===== src/rtl/pc_sequencer.sv =====
// Program-counter sequencer: PC register, incrementer, jump/call/return resolution.
// Define PC_SEQUENCER_RAS_EN to build the return-address stack and its sticky flags.
module pc_sequencer #(
  parameter int              WIDTH           = 32,
  parameter int              INC             = 4,
  parameter logic [WIDTH-1:0] RESET_PC       = '0,
  parameter int              RAS_DEPTH       = 4,
  parameter int              STAGE_WIDTH     = 3,
  parameter int              STAGE_PC_UPDATE = 2
) (
  input  logic                   clk,
  input  logic                   rst_n,
  input  logic [STAGE_WIDTH-1:0] stage,
  input  logic [2:0]             mode,
  input  logic [WIDTH-1:0]       jump_condition,
  input  logic [WIDTH-1:0]       jump_address,
  input  logic                   stall,
  input  logic                   flush,
  output logic [WIDTH-1:0]       pc,
  output logic [WIDTH-1:0]       next_pc,
  output logic                   pc_en,
  output logic                   redirect,
  output logic                   ras_overflow,
  output logic                   ras_underflow
);

  localparam logic [2:0] M_SEQ   = 3'd0;
  localparam logic [2:0] M_JCOND = 3'd1;
  localparam logic [2:0] M_JUMP  = 3'd2;
  localparam logic [2:0] M_CALL  = 3'd3;
  localparam logic [2:0] M_RET   = 3'd4;

  logic [WIDTH-1:0] pc_reg;
  logic             redirect_reg;
  logic [WIDTH-1:0] seq;
  logic [WIDTH-1:0] next_pc_c;
  logic             commit;
  logic             non_seq;
  logic             push;
  logic             pop;
  logic             redirect_next;

  assign seq    = pc_reg + WIDTH'(INC);
  assign commit = (stage == STAGE_WIDTH'(STAGE_PC_UPDATE)) && !stall;

`ifdef PC_SEQUENCER_RAS_EN
  localparam int PTR_W = $clog2(RAS_DEPTH);

  logic [WIDTH-1:0] ras_mem [RAS_DEPTH];
  logic [PTR_W-1:0] wp_reg;
  logic [PTR_W:0]   count_reg;
  logic             overflow_reg;
  logic             underflow_reg;
  logic [PTR_W-1:0] top_ptr;
  logic [WIDTH-1:0] ras_top;
  logic             ras_empty;
  logic             ras_full;

  // wp points at the next free slot, so the top lives one entry below it
  assign top_ptr   = wp_reg - PTR_W'(1);
  assign ras_top   = ras_mem[top_ptr];
  assign ras_empty = (count_reg == '0);
  assign ras_full  = (count_reg == (PTR_W+1)'(RAS_DEPTH));
`endif

  always_comb begin
    next_pc_c = seq;
    non_seq   = 1'b0;
    push      = 1'b0;
    pop       = 1'b0;
    case (mode)
      M_JCOND: begin
        if (jump_condition == WIDTH'(1)) next_pc_c = jump_address;
      end
      M_JUMP: begin
        next_pc_c = jump_address;
        non_seq   = 1'b1;
      end
      M_CALL: begin
        next_pc_c = jump_address;
        non_seq   = 1'b1;
`ifdef PC_SEQUENCER_RAS_EN
        push      = 1'b1;
`endif
      end
      M_RET: begin
`ifdef PC_SEQUENCER_RAS_EN
        pop = 1'b1;
        if (!ras_empty) begin
          next_pc_c = ras_top;
          non_seq   = 1'b1;
        end
`endif
      end
      default: next_pc_c = seq;
    endcase
    redirect_next = commit && ((next_pc_c != seq) || non_seq);
  end

  always_ff @(posedge clk or negedge rst_n) begin
    if (!rst_n) begin
      pc_reg       <= RESET_PC;
      redirect_reg <= 1'b0;
    end else begin
      if (commit) pc_reg <= next_pc_c;
      redirect_reg <= redirect_next;
    end
  end

`ifdef PC_SEQUENCER_RAS_EN
  // Flush wins over a same-cycle push/pop; stall does not block flush.
  always_ff @(posedge clk or negedge rst_n) begin
    if (!rst_n) begin
      wp_reg        <= '0;
      count_reg     <= '0;
      overflow_reg  <= 1'b0;
      underflow_reg <= 1'b0;
    end else if (flush) begin
      count_reg     <= '0;
      overflow_reg  <= 1'b0;
      underflow_reg <= 1'b0;
    end else if (commit) begin
      if (push) begin
        wp_reg <= wp_reg + PTR_W'(1);
        if (ras_full) overflow_reg <= 1'b1;
        else          count_reg    <= count_reg + (PTR_W+1)'(1);
      end else if (pop) begin
        if (ras_empty) begin
          underflow_reg <= 1'b1;
        end else begin
          wp_reg    <= top_ptr;
          count_reg <= count_reg - (PTR_W+1)'(1);
        end
      end
    end
  end

  // Storage needs no reset; a full stack overwrites its oldest slot as wp wraps.
  always_ff @(posedge clk) begin
    if (commit && push && !flush) ras_mem[wp_reg] <= seq;
  end

  assign ras_overflow  = overflow_reg;
  assign ras_underflow = underflow_reg;
`else
  logic unused_ras_inputs;
  assign unused_ras_inputs = flush | push | pop;
  assign ras_overflow      = 1'b0;
  assign ras_underflow     = 1'b0;
`endif

  assign pc       = pc_reg;
  assign redirect = redirect_reg;
  assign next_pc  = next_pc_c;
  assign pc_en    = commit;

endmodule


===== config.mk =====
export PLATFORM = sky130hd
export DESIGN_NAME = pc_sequencer
export DESIGN_NICKNAME = d
export VERILOG_FILES = /design/src/rtl/pc_sequencer.sv
export SDC_FILE = /design/constraint.sdc
export NUM_CORES = 1
export LEC_CHECK = 0
export ABC_AREA = 1
export BUFFER_PORTS_ARGS = -buffer_cell sky130_fd_sc_hd__buf_2
export CAP_MARGIN = 20
export CORE_MARGIN = 4
export CORE_UTILIZATION = 50
export CTS_CLUSTER_DIAMETER = 40
export DETAILED_ROUTE_END_ITERATION = 10
export MAX_ROUTING_LAYER = met4
export PLACE_DENSITY = 0.79
export REMOVE_ABC_BUFFERS = 1
export SLEW_MARGIN = 20
export SYNTH_ARGS = -nofsm -noshare
export SYNTH_HDL_FRONTEND = slang
export SYNTH_SLANG_ARGS = --single-unit

===== constraint.sdc =====
create_clock -name clk -period 2.9 [get_ports clk]
set_clock_uncertainty 0.15 [all_clocks]
set_input_delay 0.725 -clock clk [delete_from_list [all_inputs] [get_ports clk]]
set_output_delay 0.725 -clock clk [all_outputs]
set_load 0.01 [all_outputs]

==> results of run 1 <==
[cell usage in the layout (no fill, tap or decap), types with 7 or more instances in the layout]
| cell | count |
|---|---|
| sky130_fd_sc_hd__o21ai_0 | 28 |
| sky130_fd_sc_hd__o21ai_2 | 30 |
| sky130_fd_sc_hd__nand2_2 | 8 |
| sky130_fd_sc_hd__nor2_1 | 76 |
| sky130_fd_sc_hd__buf_6 | 14 |
| sky130_fd_sc_hd__xor2_1 | 11 |
| sky130_fd_sc_hd__nand3b_1 | 24 |
| sky130_fd_sc_hd__nand2_4 | 8 |
| sky130_fd_sc_hd__inv_1 | 70 |
| sky130_fd_sc_hd__nand4_1 | 12 |
| sky130_fd_sc_hd__buf_2 | 125 |
| sky130_fd_sc_hd__dfrtp_1 | 26 |
| sky130_fd_sc_hd__nand3_1 | 58 |
| sky130_fd_sc_hd__dfrtp_2 | 7 |
| sky130_fd_sc_hd__inv_2 | 19 |
| sky130_fd_sc_hd__buf_4 | 29 |
| sky130_fd_sc_hd__nand2_1 | 221 |
[critical path, cell delays in order]
cell and delay [ns]:
sky130_fd_sc_hd__buf_2 0.10, sky130_fd_sc_hd__nor2_1 0.13, sky130_fd_sc_hd__nand4_1 0.11, sky130_fd_sc_hd__nor2_1 0.13, sky130_fd_sc_hd__nand3_1 0.15, sky130_fd_sc_hd__nand2_4 0.15, sky130_fd_sc_hd__buf_12 0.15, sky130_fd_sc_hd__buf_12 0.11
sky130_fd_sc_hd__clkbuf_16 0.14, sky130_fd_sc_hd__o21ai_2 0.07, sky130_fd_sc_hd__buf_2 0.14
[synth_stat cells, drive strengths merged]
| cell type | instances | area share, % |
|---|---|---|
| nor2 | 86 | 10 |
| clkbuf | 6 | 0.63 |
| o21ai | 64 | 9.1 |
| nand4 | 12 | 2.1 |
| ha | 1 | 0.35 |
| inv | 93 | 9.8 |
| buf | 16 | 2.3 |
| nand3b | 24 | 5.0 |
| nand2 | 237 | 25 |
| nand3 | 62 | 9.5 |
| xor2 | 11 | 2.7 |
| conb | 1 | 0.11 |
| dfrtp | 33 | 23 |
| nor4 | 1 | 0.18 |
[power groups by stage]
stage	Combinational [mW]	Clock (mW)	Sequential [mW]
after floorplan	0.536	0	0.737
after detailed placement	1.00	0	0.721
after global routing	1.37	0.374	0.727
after CTS	1.04	0.349	0.713
final	1.25	0.339	0.718
after global placement	0.984	0	0.719
[cells by family after synthesis]
group,Yosys count,share of synthesized area [%]
other cells,1,0.105
compound gates,64,9.08
buf+inv,115,12.7
xor+xnor,11,2.70
fa+ha+maj,1,0.351
simple gates,422,51.9
flops,33,23.1
[path summary, 6_finish.rpt]
check                                   from          end  cells after the start
hold / removal                         rst_n       pc[30]                      1
hold reg to reg                       pc[10]       pc[10]                      2
max in group asynchronous              rst_n        pc[4]                      1
min in group clk                      pc[10]       pc[10]                      2
setup reg to reg                       pc[2]     redirect                     16
setup / recovery           jump_condition[9]  next_pc[14]                     11
[metrics by stage]
| stage | cell area (sq um) | hold slack, ns | cells |
|---|---|---|---|
| 6_report | 5270 | 0.389 | 912 |
| 5_1_grt | 5270 | 0.449 | 912 |
| 3_5_place_dp | 4460 | 0.426 | 877 |
| 3_3_place_gp | 4460 | 0.418 | 877 |
| 2_1_floorplan | 3470 | 0.279 | 626 |
| 4_1_cts | 4650 | 0.406 | 889 |
[final cells by class]
class	instances	area, sq um	share of cell area [%]
repair buffers	184	1360	25.8
clock inverters	1	5.00	0.0950
multi-input cells	500	2520	47.8
clock buffers	5	68.8	1.31
well taps	96	120	2.28
flip-flops and latches	33	835	15.8
inverters	93	359	6.82
[what timing repair did]
item / 4_1_cts / 5_1_grt
gates cloned: 2 / 7
endpoints found under the setup margin: 23 / 32
buffers inserted: 4 / 16
resized for setup: 13 / 133
pin swaps: 1 / 12
[routing by layer]
layer	wire length, microns	global-route usage [%]	part of all wire [%]	vias to the layer above
met3	1190	3.33	8.4	35
li1	-	-	-	2368
met1	5740	37.6	41	2250
met2	6890	48.8	49	272
met4	278	6.44	2.0	0
met5	0	-	0	-
==> flow_summary.html, run 1 <==
<table>
<tr><th>Metric</th><th>Value</th></tr>
<tr><th colspan="2">STA</th></tr>
<tr><td>Slew at the pin closest to its max-slew limit</td><td>0.865 ns</td></tr>
<tr><td>Share of the cycle needed by the critical path after routing</td><td>103%</td></tr>
<tr><td>Fin crit period</td><td>2.98 ns</td></tr>
<tr><td>Final setup vio count</td><td>29</td></tr>
<tr><td>Max Fclk</td><td>336 MHz</td></tr>
<tr><td>Max-slew violation count</td><td>0</td></tr>
<tr><td>Setup repair after global routing missed its margin</td><td>yes</td></tr>
<tr><td>Post-route setup TNS</td><td>-1.11 ns</td></tr>
<tr><td>Slew HR</td><td>42.4%</td></tr>
<tr><td>Hold Vio Cnt, Final</td><td>0</td></tr>
<tr><td>Worst setup slack after layout</td><td>-0.0805 ns</td></tr>
<tr><th colspan="2">Routing</th></tr>
<tr><td>Remaining antenna violation count after routing</td><td>0</td></tr>
<tr><td>Initial DRC Count</td><td>457</td></tr>
<tr><td>Routed WL</td><td>14.1 mm</td></tr>
<tr><td>DRC Markers</td><td>0</td></tr>
<tr><td>Routed len/inst</td><td>15.5 microns</td></tr>
<tr><td>Mean number of vias per cell</td><td>5.40</td></tr>
<tr><td>Overall via count from detail_route</td><td>4925</td></tr>
<tr><td>Pre-Repair DR Iteration Count</td><td>5</td></tr>
<tr><th colspan="2">CTS</th></tr>
<tr><td>Clock latency at the later pin of the worst-skew pair</td><td>0.29 ns</td></tr>
<tr><td>Clock tree from TritonCTS</td><td>yes</td></tr>
<tr><td>Number of buffers created by CTS</td><td>5</td></tr>
<tr><td>Number of clock sinks</td><td>33</td></tr>
<tr><td>Post-CTS Hold Fix Bufs</td><td>0</td></tr>
<tr><td>Root Driver</td><td>sky130_fd_sc_hd__clkbuf_8</td></tr>
<tr><td>Reg clk slew, reported paths</td><td>0.07 ns</td></tr>
<tr><td>CTS H-tree lvls</td><td>2</td></tr>
<tr><td>Max clock buf depth</td><td>2</td></tr>
<tr><th colspan="2">Floorplanning</th></tr>
<tr><td>Full die area</td><td>8550 sq um</td></tr>
<tr><td>Width of the chip</td><td>92.5 microns</td></tr>
<tr><td>Vertical extent of the die</td><td>92.5 microns</td></tr>
<tr><td>Number of top-level design ports</td><td>142</td></tr>
<tr><td>Core area</td><td>6870 sq um</td></tr>
<tr><td>Starting utilization of the core area</td><td>51.9%</td></tr>
<tr><td>Number of cell rows</td><td>30</td></tr>
<tr><th colspan="2">Outcome</th></tr>
<tr><td>Failing checks</td><td>negative setup slack</td></tr>
<tr><td>Result of the run</td><td>finished with violations</td></tr>
<tr><th colspan="2">Power</th></tr>
<tr><td>Switching power summed over all nets</td><td>1.06 mW</td></tr>
<tr><td>Total design power</td><td>2.30 mW</td></tr>
<tr><td>Leakage</td><td>2.84 nW</td></tr>
<tr><td>Switching power share of the total</td><td>45.8%</td></tr>
<tr><td>Worst vdd ir</td><td>0.000371 V</td></tr>
<tr><td>Portion of total power attributed to sequential cells</td><td>31.2%</td></tr>
<tr><td>Comb power frac</td><td>54.1%</td></tr>
<tr><td>Share of power burned in the clock network</td><td>14.7%</td></tr>
<tr><td>Power Internal</td><td>1.25 mW</td></tr>
<tr><td>Power density over the cells</td><td>437 nW/um^2</td></tr>
<tr><th colspan="2">Logic synthesis</th></tr>
<tr><td>Number of instances in the synthesized netlist</td><td>647</td></tr>
<tr><td>Number of warnings printed during yosys synthesis</td><td>0</td></tr>
<tr><td>Average size of a mapped cell</td><td>5.52 sq um</td></tr>
<tr><td>Post-synth design cell area</td><td>3570 sq um</td></tr>
<tr><td>Sequential element share of the synthesized area</td><td>23.1%</td></tr>
<tr><td>Flip-flop and latch count after synthesis</td><td>33</td></tr>
<tr><td>Number of distinct standard cells referenced by the synthesized netlist</td><td>25</td></tr>
<tr><th colspan="2">Final layout</th></tr>
<tr><td>Final core utilization</td><td>76.7%</td></tr>
<tr><td>Antenna cell count</td><td>0</td></tr>
<tr><td>Layout cells sized above 1</td><td>34.7%</td></tr>
<tr><td>Area Overhead vs Synth</td><td>47.7%</td></tr>
<tr><td>Final-stage net count</td><td>892</td></tr>
<tr><td>Filler cell count</td><td>549</td></tr>
<tr><td>Max reg flops</td><td>32</td></tr>
<tr><th colspan="2">GRT</th></tr>
<tr><td>Largest net degree at the start of global routing</td><td>56</td></tr>
<tr><td>Vias in the first global route</td><td>4264</td></tr>
<tr><td>Tot GR Track Use</td><td>29.0%</td></tr>
<tr><td>Grt ovf</td><td>0</td></tr>
<tr><td>Initial antenna violation count</td><td>0</td></tr>
<tr><td>First-pass GRT wire length</td><td>19.6 mm</td></tr>
<tr><th colspan="2">Placement</th></tr>
<tr><td>HPWL after DPL</td><td>9.56 mm</td></tr>
<tr><td>Count of port buffers added during placement</td><td>138</td></tr>
<tr><td>Routability congestion estimate</td><td>0.933</td></tr>
<tr><td>Placement Setup Slack</td><td>-0.0542 ns</td></tr>
<tr><th colspan="2">Worst setup path</th></tr>
<tr><td>Setup slack on the worst flop-to-flop path</td><td>0.34 ns</td></tr>
<tr><td>Type of origin of the critical path</td><td>input port</td></tr>
<tr><td>Worst Path Arrival</td><td>2.11 ns</td></tr>
<tr><td>Worst-path maximum fanout</td><td>5</td></tr>
<tr><td>Endpoint required time on the critical path</td><td>2.03 ns</td></tr>
<tr><td>Critical path type</td><td>in2out</td></tr>
<tr><td>Capturing element type of the critical path</td><td>output port</td></tr>
<tr><th colspan="2">Run</th></tr>
<tr><td>Number of maximum-capacitance violations</td><td>0</td></tr>
<tr><th colspan="2">Min path</th></tr>
<tr><td>Min-delay worst type</td><td>in2async</td></tr>
</table>
(Power assumes the default switching activity.)
==> run 2, diff against run 1 <==
- CORE_MARGIN: 4 -> 2
==> flow_summary.html, run 2 (same netlist as run 1, synthesis figures left out) <==
<table>
<tr><th>Metric</th><th>Value</th></tr>
<tr><th colspan="2">Outcome</th></tr>
<tr><td>Result of the run</td><td>finished with violations</td></tr>
<tr><td>Failing checks</td><td>negative setup slack</td></tr>
<tr><th colspan="2">Routing</th></tr>
<tr><td>Mean number of vias per cell</td><td>5.42</td></tr>
<tr><td>Pre-Repair DR Iteration Count</td><td>5</td></tr>
<tr><td>Initial DRC Count</td><td>329</td></tr>
<tr><td>Remaining antenna violation count after routing</td><td>0</td></tr>
<tr><td>Routed WL</td><td>14.3 mm</td></tr>
<tr><td>DRC Markers</td><td>0</td></tr>
<tr><td>Overall via count from detail_route</td><td>4983</td></tr>
<tr><td>Routed len/inst</td><td>15.6 microns</td></tr>
<tr><th colspan="2">Worst setup path</th></tr>
<tr><td>Largest delay contributor family on the critical path</td><td>simple AND/OR/NAND/NOR gates</td></tr>
<tr><td>Critical path type</td><td>in2out</td></tr>
<tr><td>Worst-case reg-to-reg path depth</td><td>16</td></tr>
<tr><td>Buffers &amp; Inverters on Critical Path</td><td>3</td></tr>
<tr><td>Type of origin of the critical path</td><td>input port</td></tr>
<tr><td>Cell seen most often among critical-path stages</td><td>sky130_fd_sc_hd__buf_2</td></tr>
<tr><td>Largest stage delay on the critical path</td><td>0.19 ns</td></tr>
<tr><td>Series of cell instances along the critical path</td><td>buf_2 &gt; nor2_1 &gt; nand4_1 &gt; nor2_2 &gt; nand3_4 &gt; nand2_8 &gt; clkbuf_16 &gt; nand2_4 &gt; o21ai_2 &gt; buf_2</td></tr>
<tr><td>Worst flop-to-flop path startpoint</td><td>pc[3]</td></tr>
<tr><td>Setup slack on the worst flop-to-flop path</td><td>0.37 ns</td></tr>
<tr><td>Endpoint required time on the critical path</td><td>2.03 ns</td></tr>
<tr><td>Cell with the largest stage delay on the worst path</td><td>sky130_fd_sc_hd__clkbuf_16</td></tr>
<tr><td>Capturing element type of the critical path</td><td>output port</td></tr>
<tr><td>Worst Path Arrival</td><td>2.09 ns</td></tr>
<tr><td>Worst-path maximum fanout</td><td>5</td></tr>
<tr><td>Destination of the worst register-to-register timing path</td><td>redirect</td></tr>
<tr><th colspan="2">CTS</th></tr>
<tr><td>Max clock buf depth</td><td>2</td></tr>
<tr><td>Clock latency at the later pin of the worst-skew pair</td><td>0.29 ns</td></tr>
<tr><td>CTS H-tree lvls</td><td>2</td></tr>
<tr><td>Root Driver</td><td>sky130_fd_sc_hd__clkbuf_8</td></tr>
<tr><td>Number of clock sinks</td><td>33</td></tr>
<tr><td>Reg clk slew, reported paths</td><td>0.08 ns</td></tr>
<tr><td>Number of buffers created by CTS</td><td>5</td></tr>
<tr><td>Clock tree from TritonCTS</td><td>yes</td></tr>
<tr><td>Post-CTS Hold Fix Bufs</td><td>0</td></tr>
<tr><th colspan="2">Floorplanning</th></tr>
<tr><td>Full die area</td><td>7830 sq um</td></tr>
<tr><td>Starting utilization of the core area</td><td>51.9%</td></tr>
<tr><td>Number of cell rows</td><td>30</td></tr>
<tr><td>Width of the chip</td><td>88.5 microns</td></tr>
<tr><td>Number of top-level design ports</td><td>142</td></tr>
<tr><td>Vertical extent of the die</td><td>88.5 microns</td></tr>
<tr><td>Core area</td><td>6870 sq um</td></tr>
<tr><th colspan="2">GRT</th></tr>
<tr><td>First-pass GRT wire length</td><td>19.0 mm</td></tr>
<tr><td>Initial antenna violation count</td><td>0</td></tr>
<tr><td>Tot GR Track Use</td><td>32.2%</td></tr>
<tr><td>Largest net degree at the start of global routing</td><td>56</td></tr>
<tr><td>Vias in the first global route</td><td>4219</td></tr>
<tr><td>Grt ovf</td><td>0</td></tr>
<tr><th colspan="2">Placement</th></tr>
<tr><td>Routability congestion estimate</td><td>0.877</td></tr>
<tr><td>HPWL after DPL</td><td>9.18 mm</td></tr>
<tr><td>Placed Cells</td><td>875</td></tr>
<tr><td>Count of port buffers added during placement</td><td>138</td></tr>
<tr><td>Placement Setup Slack</td><td>-0.0550 ns</td></tr>
<tr><th colspan="2">Power</th></tr>
<tr><td>Share of power burned in the clock network</td><td>15.1%</td></tr>
<tr><td>Comb power frac</td><td>54.9%</td></tr>
<tr><td>Total design power</td><td>2.40 mW</td></tr>
<tr><td>Switching power summed over all nets</td><td>1.11 mW</td></tr>
<tr><td>Portion of total power attributed to sequential cells</td><td>30.0%</td></tr>
<tr><td>Leakage</td><td>2.98 nW</td></tr>
<tr><td>Worst vdd ir</td><td>0.000442 V</td></tr>
<tr><td>Power Internal</td><td>1.30 mW</td></tr>
<tr><td>Switching power share of the total</td><td>46.1%</td></tr>
<tr><td>Power density over the cells</td><td>439 nW/um^2</td></tr>
<tr><th colspan="2">STA</th></tr>
<tr><td>Share of the cycle needed by the critical path after routing</td><td>102%</td></tr>
<tr><td>Post-route setup TNS</td><td>-0.374 ns</td></tr>
<tr><td>Final Hold Slack</td><td>0.387 ns</td></tr>
<tr><td>Max-slew violation count</td><td>0</td></tr>
<tr><td>Worst setup slack after layout</td><td>-0.0697 ns</td></tr>
<tr><td>Setup repair after global routing missed its margin</td><td>yes</td></tr>
<tr><td>Hold Vio Cnt, Final</td><td>0</td></tr>
<tr><td>Final setup vio count</td><td>16</td></tr>
<tr><td>Fin crit period</td><td>2.97 ns</td></tr>
<tr><td>Slew at the pin closest to its max-slew limit</td><td>0.869 ns</td></tr>
<tr><td>Max Fclk</td><td>337 MHz</td></tr>
<tr><td>Slew HR</td><td>42.1%</td></tr>
<tr><th colspan="2">Final layout</th></tr>
<tr><td>Layout cells sized above 1</td><td>38.2%</td></tr>
<tr><td>Antenna cell count</td><td>0</td></tr>
<tr><td>Post-route insts no fill</td><td>919</td></tr>
<tr><td>Most used cells in the layout excluding fill and tap cells</td><td>sky130_fd_sc_hd__nand2_1, sky130_fd_sc_hd__buf_2, sky130_fd_sc_hd__inv_1</td></tr>
<tr><td>Max reg flops</td><td>32</td></tr>
<tr><td>Final-stage net count</td><td>897</td></tr>
<tr><td>Most frequent standard cell in the layout excluding fill and tap cells</td><td>sky130_fd_sc_hd__nand2_1</td></tr>
<tr><td>Filler cell count</td><td>507</td></tr>
<tr><td>Area Overhead vs Synth</td><td>53.4%</td></tr>
<tr><th colspan="2">Min path</th></tr>
<tr><td>Min-delay worst type</td><td>in2async</td></tr>
<tr><th colspan="2">Run</th></tr>
<tr><td>Number of maximum-capacitance violations</td><td>0</td></tr>
</table>
==> run 2: cell types whose count changed in the layout (fill, tap and decap cells not counted), sizes merged <==
cell and change:
buf +3, clkinv -1, clkbuf +3, nand2 +2
==> run 2: worst max-delay path by stage <==
stage | from | endpoint | slack, ns | cells after the start
floorplan | stage[2] | pc[23] | -3.09 | 3
detailed placement | jump_condition[14] | next_pc[7] | -0.05 | 12
CTS | jump_condition[23] | next_pc[10] | -0.04 | 12
finish | jump_condition[9] | next_pc[31] | -0.07 | 10
global route | jump_condition[27] | next_pc[31] | -0.15 | 12
global placement | jump_condition[14] | next_pc[7] | -0.009 | 12
==> run 2: metal layers <==
| metal | GRT usage [%] | vias to the layer above | routed length [microns] |
|---|---|---|---|
| met5 | - | - | 0 |
| met4 | 9.92 | 0 | 412 |
| met3 | 5.41 | 42 | 1210 |
| met2 | 54.1 | 273 | 6990 |
| met1 | 39.6 | 2284 | 5740 |
| li1 | - | 2384 | - |
==> run 2: cell type report <==
| class | instances | area (sq um) | area share [%] |
|---|---|---|---|
| sequential | 33 | 835 | 15.2 |
| inverter | 93 | 349 | 6.38 |
| tap | 96 | 120 | 2.19 |
| multi-input combinational | 502 | 2770 | 50.6 |
| clock buffer | 8 | 80.1 | 1.46 |
| timing repair buffer | 187 | 1320 | 24.1 |
==> run 2: what timing repair did <==
item	4_1_cts	5_1_grt
pin swaps	3	19
buffers inserted	9	16
gates cloned	3	10
gates resized for setup	37	151
setup endpoints to repair	30	32
==> run 2: power by group through the flow <==
stage               combinational (mW)  clock [mW]  sequential (mW)
floorplan                        0.536           0            0.737
global placement                 0.975           0            0.715
detailed placement               0.996           0            0.716
CTS                               1.06       0.365            0.707
global route                      1.43       0.377            0.732
finish                            1.32       0.364            0.720
==> run 2: through the flow <==
stage / cell area, sq um / utilization (%)
after CTS: 4720 / 68.8
after global placement: 4440 / 64.7
after floorplan: 3470 / -
final: 5480 / 79.7
after detailed placement: 4440 / 64.7
after global routing: 5480 / 79.7
==> run 3, diff against run 2 <==
- SKIP_CTS_REPAIR_TIMING: unset -> 1
==> flow_summary.html, run 3 (same netlist as run 1, synthesis figures left out) <==
<table>
<tr><th>Metric</th><th>Value</th></tr>
<tr><th colspan="2">Outcome</th></tr>
<tr><td>Result of the run</td><td>finished with violations</td></tr>
<tr><td>Failing checks</td><td>negative setup slack</td></tr>
<tr><th colspan="2">Floorplanning</th></tr>
<tr><td>Core area</td><td>6870 sq um</td></tr>
<tr><td>Vertical extent of the die</td><td>88.5 microns</td></tr>
<tr><td>Full die area</td><td>7830 sq um</td></tr>
<tr><td>Width of the chip</td><td>88.5 microns</td></tr>
<tr><td>Number of cell rows</td><td>30</td></tr>
<tr><td>Number of top-level design ports</td><td>142</td></tr>
<tr><td>Starting utilization of the core area</td><td>51.9%</td></tr>
<tr><th colspan="2">CTS</th></tr>
<tr><td>CTS H-tree lvls</td><td>2</td></tr>
<tr><td>Clock tree from TritonCTS</td><td>yes</td></tr>
<tr><td>Reg clk slew, reported paths</td><td>0.08 ns</td></tr>
<tr><td>Number of clock sinks</td><td>33</td></tr>
<tr><td>Clock latency at the later pin of the worst-skew pair</td><td>0.29 ns</td></tr>
<tr><td>Root Driver</td><td>sky130_fd_sc_hd__clkbuf_8</td></tr>
<tr><td>Max clock buf depth</td><td>2</td></tr>
<tr><td>Number of buffers created by CTS</td><td>5</td></tr>
<tr><th colspan="2">Final layout</th></tr>
<tr><td>Most used cells in the layout excluding fill and tap cells</td><td>sky130_fd_sc_hd__nand2_1, sky130_fd_sc_hd__buf_2, sky130_fd_sc_hd__inv_1</td></tr>
<tr><td>Most frequent standard cell in the layout excluding fill and tap cells</td><td>sky130_fd_sc_hd__nand2_1</td></tr>
<tr><td>Final-stage net count</td><td>893</td></tr>
<tr><td>Antenna cell count</td><td>0</td></tr>
<tr><td>Area Overhead vs Synth</td><td>47.3%</td></tr>
<tr><td>Layout cells sized above 1</td><td>35.3%</td></tr>
<tr><td>Max reg flops</td><td>32</td></tr>
<tr><td>Register Area</td><td>837 sq um</td></tr>
<tr><td>Filler cell count</td><td>563</td></tr>
<tr><td>Multi-input logic area</td><td>2620 sq um</td></tr>
<tr><th colspan="2">Worst setup path</th></tr>
<tr><td>Setup slack on the worst flop-to-flop path</td><td>0.34 ns</td></tr>
<tr><td>Worst flop-to-flop path startpoint</td><td>pc[3]</td></tr>
<tr><td>Destination of the worst register-to-register timing path</td><td>redirect</td></tr>
<tr><td>Type of origin of the critical path</td><td>input port</td></tr>
<tr><td>Worst Path Arrival</td><td>2.11 ns</td></tr>
<tr><td>Worst-case reg-to-reg path depth</td><td>16</td></tr>
<tr><td>Critical path type</td><td>in2out</td></tr>
<tr><td>Capturing element type of the critical path</td><td>output port</td></tr>
<tr><td>Critical path capture point</td><td>next_pc[19]</td></tr>
<tr><td>Launching element of the worst setup path</td><td>jump_condition[23]</td></tr>
<tr><td>Worst-path maximum fanout</td><td>7</td></tr>
<tr><td>Endpoint required time on the critical path</td><td>2.03 ns</td></tr>
<tr><th colspan="2">STA</th></tr>
<tr><td>Setup repair after global routing missed its margin</td><td>yes</td></tr>
<tr><td>Max Fclk</td><td>335 MHz</td></tr>
<tr><td>Final setup vio count</td><td>14</td></tr>
<tr><td>Slew HR</td><td>41.7%</td></tr>
<tr><td>Max-slew violation count</td><td>0</td></tr>
<tr><td>Hold Vio Cnt, Final</td><td>0</td></tr>
<tr><td>Final Hold Slack</td><td>0.395 ns</td></tr>
<tr><td>Worst setup slack after layout</td><td>-0.0832 ns</td></tr>
<tr><td>Fin crit period</td><td>2.98 ns</td></tr>
<tr><td>Slew at the pin closest to its max-slew limit</td><td>0.874 ns</td></tr>
<tr><td>Share of the cycle needed by the critical path after routing</td><td>103%</td></tr>
<tr><th colspan="2">Routing</th></tr>
<tr><td>Routed WL</td><td>13.6 mm</td></tr>
<tr><td>Mean number of vias per cell</td><td>5.27</td></tr>
<tr><td>Remaining antenna violation count after routing</td><td>0</td></tr>
<tr><td>DRC Markers</td><td>0</td></tr>
<tr><td>Pre-Repair DR Iteration Count</td><td>7</td></tr>
<tr><td>Overall via count from detail_route</td><td>4825</td></tr>
<tr><td>Routed len/inst</td><td>14.8 microns</td></tr>
<tr><td>Initial DRC Count</td><td>274</td></tr>
<tr><th colspan="2">GRT</th></tr>
<tr><td>First-pass GRT wire length</td><td>17.9 mm</td></tr>
<tr><td>Met1 track demand over resource</td><td>38.7%</td></tr>
<tr><td>Grt ovf</td><td>0</td></tr>
<tr><td>Tot GR Track Use</td><td>30.3%</td></tr>
<tr><td>GR Util met2</td><td>51.1%</td></tr>
<tr><td>Initial antenna violation count</td><td>0</td></tr>
<tr><td>Met3 Usage GRT</td><td>4.29%</td></tr>
<tr><td>Global routing's busiest layer</td><td>met2</td></tr>
<tr><td>Largest net degree at the start of global routing</td><td>56</td></tr>
<tr><td>Vias in the first global route</td><td>3930</td></tr>
<tr><th colspan="2">Power</th></tr>
<tr><td>Worst vdd ir</td><td>0.000394 V</td></tr>
<tr><td>Comb power frac</td><td>52.6%</td></tr>
<tr><td>Switching power summed over all nets</td><td>1.06 mW</td></tr>
<tr><td>Portion of total power attributed to sequential cells</td><td>31.5%</td></tr>
<tr><td>Share of power burned in the clock network</td><td>15.9%</td></tr>
<tr><td>Leakage</td><td>2.81 nW</td></tr>
<tr><td>Switching power share of the total</td><td>46.1%</td></tr>
<tr><td>Power Internal</td><td>1.24 mW</td></tr>
<tr><td>Power density over the cells</td><td>436 nW/um^2</td></tr>
<tr><th colspan="2">Run</th></tr>
<tr><td>Number of maximum-capacitance violations</td><td>0</td></tr>
<tr><th colspan="2">Placement</th></tr>
<tr><td>Placement Setup Slack</td><td>-0.0550 ns</td></tr>
<tr><td>Count of port buffers added during placement</td><td>138</td></tr>
<tr><td>Routability congestion estimate</td><td>0.877</td></tr>
<tr><td>HPWL after DPL</td><td>9.18 mm</td></tr>
<tr><th colspan="2">Min path</th></tr>
<tr><td>Min-delay worst type</td><td>in2async</td></tr>
</table>
run 3: cell types whose count changed in the layout (fill, tap and decap cells not counted), moves of 2 or more:
| cell | before | now |
|---|---|---|
| sky130_fd_sc_hd__nand2_4 | 24 | 6 |
| sky130_fd_sc_hd__nand2_1 | 198 | 212 |
| sky130_fd_sc_hd__o21ai_1 | 3 | 9 |
| sky130_fd_sc_hd__o21ai_2 | 28 | 22 |
| sky130_fd_sc_hd__buf_2 | 129 | 133 |
| sky130_fd_sc_hd__buf_4 | 31 | 28 |
| sky130_fd_sc_hd__buf_6 | 16 | 13 |
| sky130_fd_sc_hd__inv_1 | 75 | 78 |
| sky130_fd_sc_hd__inv_2 | 18 | 15 |
| sky130_fd_sc_hd__nand2_2 | 15 | 18 |
| sky130_fd_sc_hd__dfrtp_1 | 26 | 24 |
| sky130_fd_sc_hd__dfrtp_2 | 7 | 9 |
| sky130_fd_sc_hd__nor2_4 | 4 | 6 |
run 3: critical path, stage by stage:
cell and delay (ns):
sky130_fd_sc_hd__buf_2 0.10, sky130_fd_sc_hd__inv_1 0.07, sky130_fd_sc_hd__nand2_1 0.06, sky130_fd_sc_hd__nor2_2 0.08, sky130_fd_sc_hd__nand2_1 0.07, sky130_fd_sc_hd__nor2_2 0.15
sky130_fd_sc_hd__nand3_4 0.16, sky130_fd_sc_hd__nand2_8 0.18, sky130_fd_sc_hd__buf_4 0.17, sky130_fd_sc_hd__nand2_1 0.08, sky130_fd_sc_hd__o21ai_2 0.10, sky130_fd_sc_hd__buf_2 0.17
run 3: how the worst min path moves through the flow:
stage          startpoint      to  slack [ns]  cells after the start
2_1_floorplan       rst_n   pc[0]        0.28                      0
3_3_place_gp        pc[9]   pc[9]        0.41                      2
3_5_place_dp        pc[9]   pc[9]        0.42                      2
4_1_cts             rst_n  pc[24]        0.41                      1
5_1_grt             rst_n  pc[24]        0.44                      1
6_report            rst_n  pc[24]        0.39                      1
run 3: area by class of cell:
| class | count | area share [%] |
|---|---|---|
| clock buffers | 8 | 1.52 |
| repair buffers | 184 | 23.8 |
| flip-flops and latches | 33 | 15.9 |
| inverters | 93 | 6.64 |
| multi-input cells | 501 | 49.8 |
| well taps | 96 | 2.29 |
run 3: power groups by stage:
| stage | combinational, mW | sequential (mW) | clock (mW) |
|---|---|---|---|
| 2_1_floorplan | 0.536 | 0.737 | 0 |
| 3_3_place_gp | 0.975 | 0.715 | 0 |
| 3_5_place_dp | 0.996 | 0.716 | 0 |
| 4_1_cts | 1.00 | 0.709 | 0.365 |
| 5_1_grt | 1.32 | 0.736 | 0.378 |
| 6_report | 1.21 | 0.723 | 0.364 |
run 3: stage by stage:
| step | instances | setup TNS [ns] | power, mW | util [%] | area (sq um) |
|---|---|---|---|---|---|
| after floorplan | 626 | -127.52 | 1.27 | - | 3470 |
| after global placement | 875 | -0.0148 | 1.69 | 64.7 | 4440 |
| after detailed placement | 875 | -0.687 | 1.71 | 64.7 | 4440 |
| after CTS | 883 | -1.41 | 2.08 | 65.8 | 4520 |
| after global routing | 915 | -2.69 | 2.43 | 76.5 | 5260 |
| final | 915 | -0.372 | 2.29 | 76.5 | 5260 |
run 3: metal layers:
layer | up-vias | wire length [microns] | part of all wire [%]
met2 | 248 | 6450 | 48
met1 | 2180 | 5700 | 42
met5 | - | 0 | 0
li1 | 2361 | - | -
met4 | 0 | 393 | 2.9
met3 | 36 | 1030 | 7.6
